`src/rtl/lut_batch_sequencer_pkg.sv`:
```
// Shared types for the LUT batch sequencer: complex sample structs, FSM states
// and the accumulator width rule.
package lut_batch_sequencer_pkg;

  localparam int unsigned DefLutW = 24;
  localparam int unsigned DefNGrp = 4;

  // One extra bit beyond the exact growth keeps the signed sum clear of wrap.
  function automatic int unsigned acc_width(input int unsigned lut_w,
                                            input int unsigned n_grp);
    return lut_w + $clog2(n_grp) + 1;
  endfunction

  localparam int unsigned DefAccW = acc_width(DefLutW, DefNGrp);

  typedef struct packed {
    logic signed [DefLutW-1:0] r;
    logic signed [DefLutW-1:0] i;
  } lut_complex_t;

  typedef struct packed {
    logic signed [DefAccW-1:0] r;
    logic signed [DefAccW-1:0] i;
  } acc_complex_t;

  typedef enum logic [1:0] {
    StIdle,
    StRun,
    StDone
  } seq_state_e;

endpackage

```
`src/rtl/lut_batch_sequencer_complex_acc.sv`:
```
// Signed complex accumulator with synchronous clear and enable; each input
// component is sign-extended to the accumulator width before the add.
module complex_acc #(
  parameter int unsigned InW  = 24,
  parameter int unsigned OutW = 27
) (
  input  logic              clk_i,
  input  logic              rst_i,
  input  logic              clear_i,
  input  logic              en_i,
  input  logic [2*InW-1:0]  val_i,
  output logic [2*OutW-1:0] acc_o
);

  typedef struct packed {
    logic signed [InW-1:0] r;
    logic signed [InW-1:0] i;
  } in_t;

  typedef struct packed {
    logic signed [OutW-1:0] r;
    logic signed [OutW-1:0] i;
  } out_t;

  in_t  val_s;
  out_t acc_q, acc_d;
  logic signed [OutW-1:0] ext_r, ext_i;

  assign val_s = val_i;
  assign ext_r = {{(OutW-InW){val_s.r[InW-1]}}, val_s.r};
  assign ext_i = {{(OutW-InW){val_s.i[InW-1]}}, val_s.i};

  always_comb begin
    acc_d = acc_q;
    if (clear_i) begin
      acc_d = '0;
    end else if (en_i) begin
      acc_d.r = acc_q.r + ext_r;
      acc_d.i = acc_q.i + ext_i;
    end
  end

  always_ff @(posedge clk_i) begin
    if (rst_i) begin
      acc_q <= '0;
    end else begin
      acc_q <= acc_d;
    end
  end

  assign acc_o = acc_q;

endmodule

```
`src/rtl/lut_batch_sequencer.sv`:
```
// Walks a wide control-bit word through one shared coefficient LUT, one group
// per cycle, and hands the accumulated complex total downstream.
module lut_batch_sequencer
  import lut_batch_sequencer_pkg::*;
#(
  parameter int unsigned LUT_SIZE = 4,
  parameter int unsigned N_GRP    = 4,
  parameter int unsigned LUT_W    = 24,
  localparam int unsigned ACC_W   = acc_width(LUT_W, N_GRP)
) (
  input  logic                      clk,
  input  logic                      rst,
  input  logic [N_GRP*LUT_SIZE-1:0] in_data,
  input  logic                      in_valid,
  output logic                      in_ready,
  output logic [LUT_SIZE-1:0]       lut_sel,
  input  logic [2*LUT_W-1:0]        lut_result,
  output logic [2*ACC_W-1:0]        out_data,
  output logic                      out_valid,
  input  logic                      out_ready,
  output logic                      busy
);

  localparam int unsigned WordW = N_GRP * LUT_SIZE;
  localparam int unsigned CntW  = (N_GRP > 1) ? $clog2(N_GRP) : 1;

  seq_state_e        state_q, state_d;
  logic [WordW-1:0]  shift_q, shift_d;
  logic [CntW-1:0]   cnt_q, cnt_d;
  logic              accept;
  logic              last_grp;
  logic              acc_clear;
  logic              acc_en;

  assign in_ready = (state_q == StIdle) || ((state_q == StDone) && out_ready);
  assign accept   = in_valid && in_ready;
  assign last_grp = (cnt_q == CntW'(N_GRP - 1));

  always_comb begin
    state_d   = state_q;
    shift_d   = shift_q;
    cnt_d     = cnt_q;
    acc_clear = 1'b0;
    acc_en    = 1'b0;
    unique case (state_q)
      StIdle: begin
        if (accept) begin
          shift_d   = in_data;
          cnt_d     = '0;
          acc_clear = 1'b1;
          state_d   = StRun;
        end
      end
      StRun: begin
        acc_en  = 1'b1;
        shift_d = shift_q >> LUT_SIZE;
        cnt_d   = cnt_q + CntW'(1);
        if (last_grp) begin
          state_d = StDone;
        end
      end
      StDone: begin
        // Taking the result and the next word on one edge avoids an idle bubble.
        if (accept) begin
          shift_d   = in_data;
          cnt_d     = '0;
          acc_clear = 1'b1;
          state_d   = StRun;
        end else if (out_ready) begin
          state_d = StIdle;
        end
      end
      default: begin
        state_d = StIdle;
      end
    endcase
  end

  always_ff @(posedge clk) begin
    if (rst) begin
      state_q <= StIdle;
      shift_q <= '0;
      cnt_q   <= '0;
    end else begin
      state_q <= state_d;
      shift_q <= shift_d;
      cnt_q   <= cnt_d;
    end
  end

  complex_acc #(
    .InW  (LUT_W),
    .OutW (ACC_W)
  ) u_acc (
    .clk_i   (clk),
    .rst_i   (rst),
    .clear_i (acc_clear),
    .en_i    (acc_en),
    .val_i   (lut_result),
    .acc_o   (out_data)
  );

  assign lut_sel   = (state_q == StRun) ? shift_q[LUT_SIZE-1:0] : '0;
  assign out_valid = (state_q == StDone);
  assign busy      = (state_q == StRun);

endmodule

```
`config.mk`:
```
export PLATFORM = sky130hd
export DESIGN_NAME = lut_batch_sequencer
export DESIGN_NICKNAME = d
export VERILOG_FILES = /design/src/rtl/lut_batch_sequencer_pkg.sv /design/src/rtl/lut_batch_sequencer_complex_acc.sv /design/src/rtl/lut_batch_sequencer.sv
export SDC_FILE = /design/constraint.sdc
export NUM_CORES = 1
export LEC_CHECK = 0
export CAP_MARGIN = 0
export CELL_PAD_IN_SITES_DETAIL_PLACEMENT = 1
export CELL_PAD_IN_SITES_GLOBAL_PLACEMENT = 1
export CORE_MARGIN = 5
export CORE_UTILIZATION = 37
export DETAILED_ROUTE_END_ITERATION = 10
export GPL_TIMING_DRIVEN = 1
export PLACE_DENSITY_LB_ADDON = 0.1
export SLEW_MARGIN = 10
export SYNTH_ARGS = -nofsm -noshare
export SYNTH_HDL_FRONTEND = slang
export SYNTH_SLANG_ARGS = --single-unit
```
`constraint.sdc`:
```
create_clock -name clk -period 3.6 [get_ports clk]
set_input_delay 0.9 -clock clk [delete_from_list [all_inputs] [get_ports clk]]
set_output_delay 0.9 -clock clk [all_outputs]
set_load 0.01 [all_outputs]
```
# Word level (Yosys, flattened, before mapping)
# Cells that the tools add are included.
# totals
register_bits,74
inputBits,68
elab_cells,37
# classes
addsub,3
eq_ne,7
mux,13
n_reduce_logical,9
# op_table
cell,count
27-bit by 24-bit adder with 27-bit output,2
16-bit case mux with 2 select lines,1
16-bit 2-to-1 mux,1
2-bit 2-to-1 mux,5
2-bit case mux with 3 select lines,1
"2-bit equality test, second input constant",2
4-bit 2-to-1 mux,1
"2-bit by 1-bit inequality test with 1-bit output, second input constant",2
2-bit case mux with 2 select lines,1
2-bit OR reduction,2
1-bit 2-to-1 mux,3
"3-bit by 1-bit inequality test with 1-bit output, second input constant",1
3-bit AND reduction,1
"2-bit by 1-bit adder with 2-bit output, second input constant",1
"2-bit by 1-bit equality test with 1-bit output, second input constant",1
1-bit logical AND,2
2-bit zero test,1
"2-bit inequality test, second input constant",1
2-bit AND reduction,1
2-bit nonzero test,1
1-bit logical OR,1

# Depth between registers and ports, before layout
# Gate-level depths: netlist of run 1.
# logic_depth
word_depth,7
mapped_depth,11
depth_no_buf,11

# Modules after synthesis
# Synthesis of run 1 repeated with hierarchy kept, for this count alone.
# unflattened
cells_unflattened,657
hier_area_um2,5544.1
# by_module_without_submodules
mod,instances,cells_each,area_per_inst_um2
complex_acc,1,557,4508.1
lut_batch_sequencer,1,100,1036.0

# Worst setup path before layout of run 1
# OpenSTA, ideal clock, no wires.
# synth_path
path_type,input-to-reg
start,input lut_result[24]
end,register u_acc.acc_q (netlist bit u_acc.acc_o[53])
arrival_ns,2.733
path_slack_ns,0.805
path_stages,11
path_cell_list,ha_1 -> inv_1 -> fa_1 -> nor2b_1 -> o21ai_0 -> a211oi_2 -> nor2_1 -> o21ai_1 -> a31oi_1 -> a211o_1 -> nand3_1
# synth_via
elab_chain_len,1
# synth_rtl
element,line,source
from (decl),lut_batch_sequencer.sv:17,"input logic [2*LUT_W-1:0] lut_result,"
27-bit by 24-bit adder with 27-bit output,lut_batch_sequencer_complex_acc.sv:38,acc_d.r = acc_q.r + ext_r;
to (signal assigned),lut_batch_sequencer_complex_acc.sv:45,acc_q <= '0;
to (signal assigned),lut_batch_sequencer_complex_acc.sv:47,acc_q <= acc_d;
to (decl),lut_batch_sequencer_complex_acc.sv:26,"out_t acc_q, acc_d;"
# Every way passes these cells.
# A chain may end at the register's enable or synchronous reset.

# Worst setup path after layout of run 1
# Ends and elaborated chain as after synthesis.

==> metrics, run 1 <==
status finished, final reports clean; Num CTS Buffers 9; fillers 1760; CTS tree yes; Worst VDD drop 0.221 mV; Avg WL per Cell 17.0 um; CTS clk-pin slew, worst paths 0.06 ns; DRC violations left 0; Yosys warning count 0; Place WS -0.0159 ns; Synth cell types 59; Pwr Density 376 nW/um^2; Slew Viols, Final 0; worst hold slack 0.470 ns; vias in the first global route 5824; global route total overflow 0; CTS H-tree lvls 3; worst-case clock skew 0.00894 ns; postcts setup bufs 0; Core Util, Final 49.9%; TNS Setup 0 ns; worst rel slew slack 65.2%; IO Port Bufs 128; ys async rst share 0%; Clk Latency, worst-skew pair 0.35 ns; crit start category input port; final hold vios 0; initial antenna violation count 0; critical path class input port to register; Starting Density 37.5%; register area 1480 um^2; Synth area leader dfxtp_1; total wire length 17000 um; WP data required 3.89 ns; core footprint 14500 um^2; CP Max Fanout 4; count leader, synth nand2_1; Syn Area/Cell 7.82 um^2; CTS Root Cell clkbuf_16; Die X 131 um; Chip Height 131 um; layout cells sized above 1 5.76%; Seq/Total Area, Yosys 27.3%; largest net degree at the start of global routing 42; Post-Syn Area 5430 um^2; DR pass1 iterations 4; Die ar. 17200 um^2; Synth Net Count 817; nets 934; detailed placement HPWL 12900 um; Hold Crit Class register to register; CTS sink cnt 74; Multi-input gate area 3760 um^2; Post-synth EDFFs 0; min Tclk post-route 3.25 ns; max-cap viol count 0; Post-CTS Resized 0; slowest cell delay on critical path 0.48 ns; CTS hold repair buffers 0; row count 44; Post-synth top flop dfxtp_1; Slew @ Worst Pin 0.522 ns; main area contributors after synthesis dfxtp_1, ha_1, a21oi_1; CP max stage cell clkdlybuf4s50_1; Placer Congestion 0.856; first-pass GRT wire length 28300 um; Crit. End Element register; Cell Chain, Critical Path clkdlybuf4s50_1, ha_1, inv_1, fa_1, nor2b_1, o21ai_0, a211oi_2, nor2_1, o21ai_1, a31oi_1, a211o_1, nand3_1; RSZ-0062 raised after global routing false; final worst-path cycle share 90.2%; WP data arrival 3.53 ns; top cell type's share of synthesized area 27.3%; I/O pins 129; FF+latch count, synth 74; final setup fails 0; LEAKAGE 3.01 nW; vias per cell 5.50; GR Util All Layers 19.4%; Routed Antenna Nets 0; diode count 0; Bufs on Longest Clock Path 2; initial detailed-routing violation count 193; Synth-to-Final Area Change 33.0%; Fmax 308 MHz; cell count after synthesis 694; DR vias 5501; list of most frequent post-synthesis cells nand2_1, a21oi_1, dfxtp_1; setup ws final 0.354 ns
-- final timing paths --
check	start	end	slack [ns]	cells past startpoint
worst max-delay path	lut_result[24]	u_acc.acc_o[53]$_SDFFE_PP0P_	0.35	12
worst min register to register	shift_q[14]$_SDFFE_PP0P_	shift_q[14]$_SDFFE_PP0P_	0.47	2
worst max register to register	u_acc.acc_o[27]$_SDFFE_PP0P_	u_acc.acc_o[53]$_SDFFE_PP0P_	1.01	11
worst min-delay path	shift_q[14]$_SDFFE_PP0P_	shift_q[14]$_SDFFE_PP0P_	0.47	2
-- critical path, delay by kind of cell --
| family | cells | cell delay, ns |
|---|---|---|
| fa+ha+maj | 2 | 0.56 |
| compound gates | 5 | 1.23 |
| buf+inv | 2 | 0.53 |
| simple gates | 3 | 0.30 |
-- layout make-up --
| type | instances | area share [%] |
|---|---|---|
| clock inverter | 6 | 1.02 |
| timing repair buffer | 142 | 19.2 |
| clock buffer | 10 | 3.31 |
| inverter | 14 | 0.728 |
| tap | 184 | 3.19 |
| sequential | 74 | 20.5 |
| multi-input combinational | 570 | 52.0 |
-- registers in the layout, summed over array words and instances, names as in the netlist --
signal / count
shift_q: 16
cnt_q: 2
state_q: 2
u_acc.acc_o: 54
-- per-layer routing --
metal | part of all wire (%) | routed length, um | global-route usage [%]
met1 | 43 | 7390 | 22.6
met2 | 51 | 8660 | 35.5
met3 | 4.1 | 693 | 3.82
met4 | 1.8 | 303 | 6.47
met5 | 0 | 0 | 0
-- stage by stage --
step | std cells | cell area [um^2] | total power (W)
6_report | 1000 | 7220 | 0.00271
5_1_grt | 1000 | 7220 | 0.00286
4_1_cts | 1000 | 7220 | 0.00274
3_5_place_dp | 984 | 6910 | 0.00176
3_3_place_gp | 984 | 6910 | 0.00174
2_1_floorplan | 694 | 5430 | 0.00144
-- placed cells by master (no fill, tap or decap), types with 7 or more instances in the layout --
cell type	instances
o21ai_0	37
clkdlybuf4s50_1	128
xor2_1	20
inv_1	13
nand3_1	18
nor2b_1	13
o21ai_1	11
xnor2_1	20
nor3_1	7
nand4_1	14
a21oi_1	84
clkbuf_16	9
mux2i_1	14
a21o_1	33
dfxtp_1	74
nor2_1	46
nand2_1	97
buf_4	14
ha_1	53
a211oi_1	18
-- kinds of logic (layout without fill, tap and decap cells) --
family,after synthesis,count (layout),synth area share (%)
buffers and inverters,50,172,3.55
flip-flops,74,74,27.3
adder cells (fa/ha/maj),55,55,12.9
multiplexers,15,15,2.79
AND/OR/NAND/NOR,229,229,19.7
AO/OA/AOI/OAI,231,231,27.3
XOR/XNOR,40,40,6.45
-- report_power, final --
group	switching (W)	internal, W
clock	0.000404	0.000564
sequential	0.0000457	0.000881
combinational	0.000438	0.000381
Note: power is estimated with default switching activity, not from simulation.
==> inputs of run 2 (changes only) <==
CORE_MARGIN = not set   (was 5)
PLACE_DENSITY = 0.92   (was not set)
PLACE_DENSITY_LB_ADDON = not set   (was 0.1)
==> run 2 against run 1 <==
  * Global-route usage increased by 3.9 points
  * Total power shrank 2.7%
  * Wire length fell by 0.18%
  * First-iteration DRC count shrank 0.52%
  * Final area shrank 0.10%
  * Core utilization is 1.3 points higher
  * Clock power shrank 8.6%
  * Hold slack gained 0.00087 ns
  * Critical endpoint is now u_acc.acc_o[45]$_SDFFE_PP0P_
==> metrics, run 2 (synthesized netlist as in run 1, its figures left out) <==
DR pass1 iterations 4; WP data arrival 3.52 ns; vias in the first global route 5848; global route total overflow 0; GR Util All Layers 23.4%; worst-case clock skew 0.00957 ns; clock power share 33.5%; DR vias 5521; Core Util, Final 51.2%; CTS hold repair buffers 0; Multi-input gate area 3760 um^2; vias per cell 5.53; Routed Antenna Nets 0; detailed placement HPWL 13000 um; Die X 123 um; DRC violations left 0; worst rel slew slack 69.7%; nets 937; status finished, final reports clean; Pwr Density 366 nW/um^2; Num CTS Buffers 9; first-pass GRT wire length 27900 um; Slew @ Worst Pin 0.452 ns; Die ar. 15200 um^2; WP data required 3.88 ns; Clk Latency, worst-skew pair 0.35 ns; min Tclk post-route 3.24 ns; TNS Setup 0 ns; core footprint 14100 um^2; final setup fails 0; Sw Pwr 0.000883 W; CTS tree yes; max-cap viol count 0; Post-Place Cell Area 6930 um^2; initial detailed-routing violation count 192; postcts setup bufs 0; CTS H-tree lvls 3; Worst VDD drop 0.297 mV; Int Pwr 0.00176 W; CTS clk-pin slew, worst paths 0.07 ns; most frequent cells in the layout clkdlybuf4s50_1, nand2_1, a21oi_1; layout cells sized above 1 6.11%; CP Max Fanout 4; fillers 1729; Place WS -0.0124 ns; combinational share of power 31.3%; CP top delay family compound AO/OA/AOI/OAI gates; Placer Congestion 0.899; LEAKAGE 3.00 nW; setup ws final 0.360 ns; CTS sink cnt 74; Stages on worst setup path 12; critical path class input port to register; Cell Chain, Critical Path clkdlybuf4s50_1, ha_1, inv_1, fa_1, nor2b_1, o21ai_0, a211oi_2, nor2_1, o21ai_1, o22ai_1, xor2_1, a21oi_1; Total Power 0.00264 W; sw frac 33.5%; CP max stage cell clkdlybuf4s50_1; Fmax 309 MHz; largest net degree at the start of global routing 42; row count 43; Crit. End Element register; final hold vios 0; register area 1480 um^2; CTS Root Cell clkbuf_16; initial antenna violation count 0; final worst-path cycle share 90.0%; crit start category input port; commonest non-fill, non-tap cell in the layout clkdlybuf4s50_1; Post-CTS Resized 0; Chip Height 123 um; Avg WL per Cell 17.0 um; sum of buffers and inverters on the critical path 2; Largest register FFs 54; Hold Crit Class register to register; Synth-to-Final Area Change 32.9%; Starting Density 38.5%; slowest cell delay on critical path 0.46 ns; RSZ-0062 raised after global routing false; diode count 0; Slew Viols, Final 0; I/O pins 129; Seq pwr share 35.2%; IO Port Bufs 128; final instance area 7210 um^2; total wire length 17000 um; Hold Crit Depth 2; reg2reg path depth 11; Bufs on Longest Clock Path 2
[run 2: changes by cell type in the layout (fill, tap and decap cells not counted)]
cell / delta
buf_4: +3
clkinv_4: -3
clkinvlp_4: +3
bufinv_16: -1
inv_6: +1
[run 2: worst reg2reg max path: stages (launching register included)]
cell and delay, ns:
dfxtp_1 0.35, ha_1 0.17, inv_1 0.05, fa_1 0.41
nor2b_1 0.19, o21ai_0 0.17, a211oi_2 0.29, nor2_1 0.08
o21ai_1 0.33, o22ai_1 0.17, xor2_1 0.16, a21oi_1 0.15
[run 2: final cells by class]
class	count	area share [%]
Timing Repair Buffer	145	19.5
Inverter	14	0.728
Multi-Input combinational cell	570	52.1
Sequential cell	74	20.5
Tap cell	180	3.12
Clock inverter	6	0.676
Clock buffer	10	3.31
[run 2: path summary, 6_finish.rpt]
check                                 end                         start  slack, ns
min              shift_q[12]$_SDFFE_PP0P_      shift_q[12]$_SDFFE_PP0P_       0.47
max reg2reg  u_acc.acc_o[45]$_SDFFE_PP0P_  u_acc.acc_o[27]$_SDFFE_PP0P_       1.00
min reg2reg      shift_q[12]$_SDFFE_PP0P_      shift_q[12]$_SDFFE_PP0P_       0.47
max          u_acc.acc_o[45]$_SDFFE_PP0P_                lut_result[24]       0.36
[run 2: power groups by stage]
stage,Sequential (W),Clock (W),Combinational (W)
2_1_floorplan,0.000954,0,0.000491
3_3_place_gp,0.000944,0,0.000795
3_5_place_dp,0.000947,0,0.000822
4_1_cts,0.000930,0.000915,0.000829
5_1_grt,0.000937,0.000948,0.000909
6_report,0.000930,0.000885,0.000826
[run 2: per-layer routing]
metal  vias up  global-route usage [%]  routed length [um]
li1       2741                       -                   -
met1      2641                    27.6                7400
met2       120                    41.1                8530
met3        19                    5.54                 828
met4         0                    8.06                 250
met5         -                       0                   0
[run 2: metrics by stage]
| step | hold slack [ns] | instances |
|---|---|---|
| after detailed placement | 0.462 | 983 |
| final | 0.471 | 999 |
| after global routing | 0.501 | 999 |
| after floorplan | 0.448 | 694 |
| after CTS | 0.472 | 999 |
| after global placement | 0.455 | 983 |
==> inputs of run 3 (changes only) <==
CORE_UTILIZATION = 38   (was 37)
SYNTH_HIERARCHICAL = 1   (was not set)
TNS_END_PERCENT = 50   (was not set)
==> run 3 against run 2 <==
  * Maximum frequency is 4.0% lower
  * Die area is 0.58% lower
  * Critical path depth stayed put
  * Largest cell class unchanged
  * Register-to-register slack worse by 0.15 ns
==> metrics, run 3 <==
Die X 123 um; Num CTS Buffers 9; Int Pwr 0.00177 W; DR vias 5490; GR Util All Layers 24.1%; Post-CTS Resized 0; Multi-input gate area 3830 um^2; DRC violations left 0; final instance area 7240 um^2; CP dominant cell by count o21ai_1; postcts setup bufs 0; nets 896; CTS Root Cell clkbuf_16; Synth-to-Final Area Change 30.6%; global route total overflow 0; Hold Crit Depth 2; FF+latch count, synth 74; Sw Pwr 0.000913 W; worst rel slew slack 49.6%; Total Power 0.00268 W; combinational share of power 33.2%; Die ar. 15100 um^2; fillers 1656; total wire length 17700 um; Syn Area/Cell 8.44 um^2; Post-Place Cell Area 6960 um^2; CTS sink cnt 74; CP top delay family compound AO/OA/AOI/OAI gates; Pwr Density 371 nW/um^2; vias in the first global route 5949; count leader, synth dfxtp_1; Stages on worst setup path 12; min Tclk post-route 3.38 ns; slowest cell delay on critical path 0.46 ns; Bufs on Longest Clock Path 2; Cell Chain, Critical Path clkdlybuf4s50_1, ha_1, inv_1, fa_1, nor2b_1, o2111ai_1, a21oi_2, o21ai_1, a31oi_1, a311oi_1, xor2_1, o21ai_1; Avg WL per Cell 18.4 um; Synth area leader dfxtp_1; DR pass1 iterations 4; row count 43; CTS tree yes; clock power share 32.2%; initial antenna violation count 0; worst-case clock skew 0.00705 ns; Seq pwr share 34.7%; initial detailed-routing violation count 283; CTS hold repair buffers 0; critical path class input port to register; diode count 0; largest net degree at the start of global routing 61; vias per cell 5.73; reg2reg path depth 11; Synth cell types 68; top cell type's share of synthesized area 26.7%; layout cells sized above 1 6.30%; placed insts 942; ys async rst share 0%; cell count after synthesis 657; CTS clk-pin slew, worst paths 0.06 ns; CTS H-tree lvls 3; Largest register FFs 54; WP data arrival 3.65 ns; Layout Cells excl Fill 958; first-pass GRT wire length 28600 um; I/O pins 129; TNS Setup 0 ns; Worst VDD drop 0.249 mV; main area contributors after synthesis dfxtp_1, ha_1, mux2i_1; crit start category input port; Slew @ Worst Pin 0.757 ns; Placer Congestion 0.876; Fmax 296 MHz; Yosys warning count 6; Synth Net Count 780; list of most frequent post-synthesis cells dfxtp_1, nand2_1, ha_1; register area 1480 um^2; Crit. End Element register; Chip Height 123 um; Post-synth EDFFs 0; core footprint 14000 um^2; most frequent cells in the layout clkdlybuf4s50_1, dfxtp_1, nand2_1; Routed Antenna Nets 0; Starting Density 39.5%; CP max stage cell clkdlybuf4s50_1; Hold Crit Class register to register; final worst-path cycle share 93.8%; CP Max Fanout 3; Seq/Total Area, Yosys 26.7%; final hold vios 0; Post-Syn Area 5540 um^2; sum of buffers and inverters on the critical path 2; detailed placement HPWL 13300 um; max-cap viol count 0; status finished, final reports clean; commonest non-fill, non-tap cell in the layout clkdlybuf4s50_1; Clk Latency, worst-skew pair 0.35 ns; IO Port Bufs 128; final setup fails 0; Slew Viols, Final 0; LEAKAGE 3.04 nW; RSZ-0062 raised after global routing false; Post-synth top flop dfxtp_1; WP data required 3.88 ns; sw frac 34.0%
[run 3: cell types whose count changed after synthesis, moves of 10 or more]
cell / previous run / this run
mux2i_1: 14 / 36
a21oi_1: 84 / 49
o211ai_1: 2 / 20
o21ai_0: 37 / 18
nand2_1: 97 / 59
a21o_1: 33 / 23
o21ai_1: 11 / 31
o311a_1: 0 / 12
a211oi_1: 18 / 3
[run 3: stage by stage]
| stage | hold WS, ns | setup WS (ns) | util (%) |
|---|---|---|---|
| final | 0.464 | 0.225 | 51.5 |
| after global routing | 0.486 | 0.106 | 51.5 |
| after CTS | 0.468 | 0.319 | 51.5 |
| after detailed placement | 0.460 | -0.0104 | 49.6 |
| after global placement | 0.451 | 0.0483 | 49.6 |
| after floorplan | 0.449 | 0.767 | - |
[run 3: tightest hold or removal path, stage by stage (launching register included)]
cell	delay (ns)
dfxtp_1	0.32
nand2_1	0.05
o21ai_1	0.05
[run 3: worst paths after layout]
check / startpoint / slack, ns / end
worst max-delay path: lut_result[0] / 0.22 / u_acc/acc_o[24]$_SDFFE_PP0P_
worst min-delay path: u_acc/acc_o[44]$_SDFFE_PP0P_ / 0.46 / u_acc/acc_o[44]$_SDFFE_PP0P_
worst max register to register: u_acc/acc_o[0]$_SDFFE_PP0P_ / 0.85 / u_acc/acc_o[24]$_SDFFE_PP0P_
worst min register to register: u_acc/acc_o[44]$_SDFFE_PP0P_ / 0.46 / u_acc/acc_o[44]$_SDFFE_PP0P_
[run 3: cell type report]
class | instances | share of cell area, %
repair buffers | 137 | 18.6
clock inverters | 7 | 0.743
multi-input cells | 531 | 52.9
well taps | 180 | 3.11
clock buffers | 9 | 3.11
flip-flops and latches | 74 | 20.5
inverters | 20 | 1.04
[run 3: power by group through the flow]
stage,sequential (W),combinational (W),clock [W]
detailed placement,0.000949,0.000872,0
CTS,0.000932,0.000887,0.000889
floorplan,0.000955,0.000548,0
finish,0.000931,0.000890,0.000863
global route,0.000939,0.000965,0.000918
global placement,0.000944,0.000832,0
[run 3: cells by family (layout without fill, tap and decap cells)]
family          after synthesis  after routing  share of synthesized area [%]
simple gates                178            178                           15.5
xor+xnor                     48             48                           7.58
compound gates              212            212                           26.4
flops                        74             74                           26.7
buf+inv                      52            173                           4.22
mux                          38             38                           6.91
fa+ha+maj                    55             55                           12.7
[run 3: metal layers]
| layer | routed length [um] | part of all wire [%] | global-route usage, % |
|---|---|---|---|
| met3 | 670 | 3.8 | 4.46 |
| met5 | 0 | 0 | 0 |
| met4 | 465 | 2.6 | 9.91 |
| met1 | 7270 | 41 | 26.6 |
| met2 | 9250 | 52 | 44.8 |
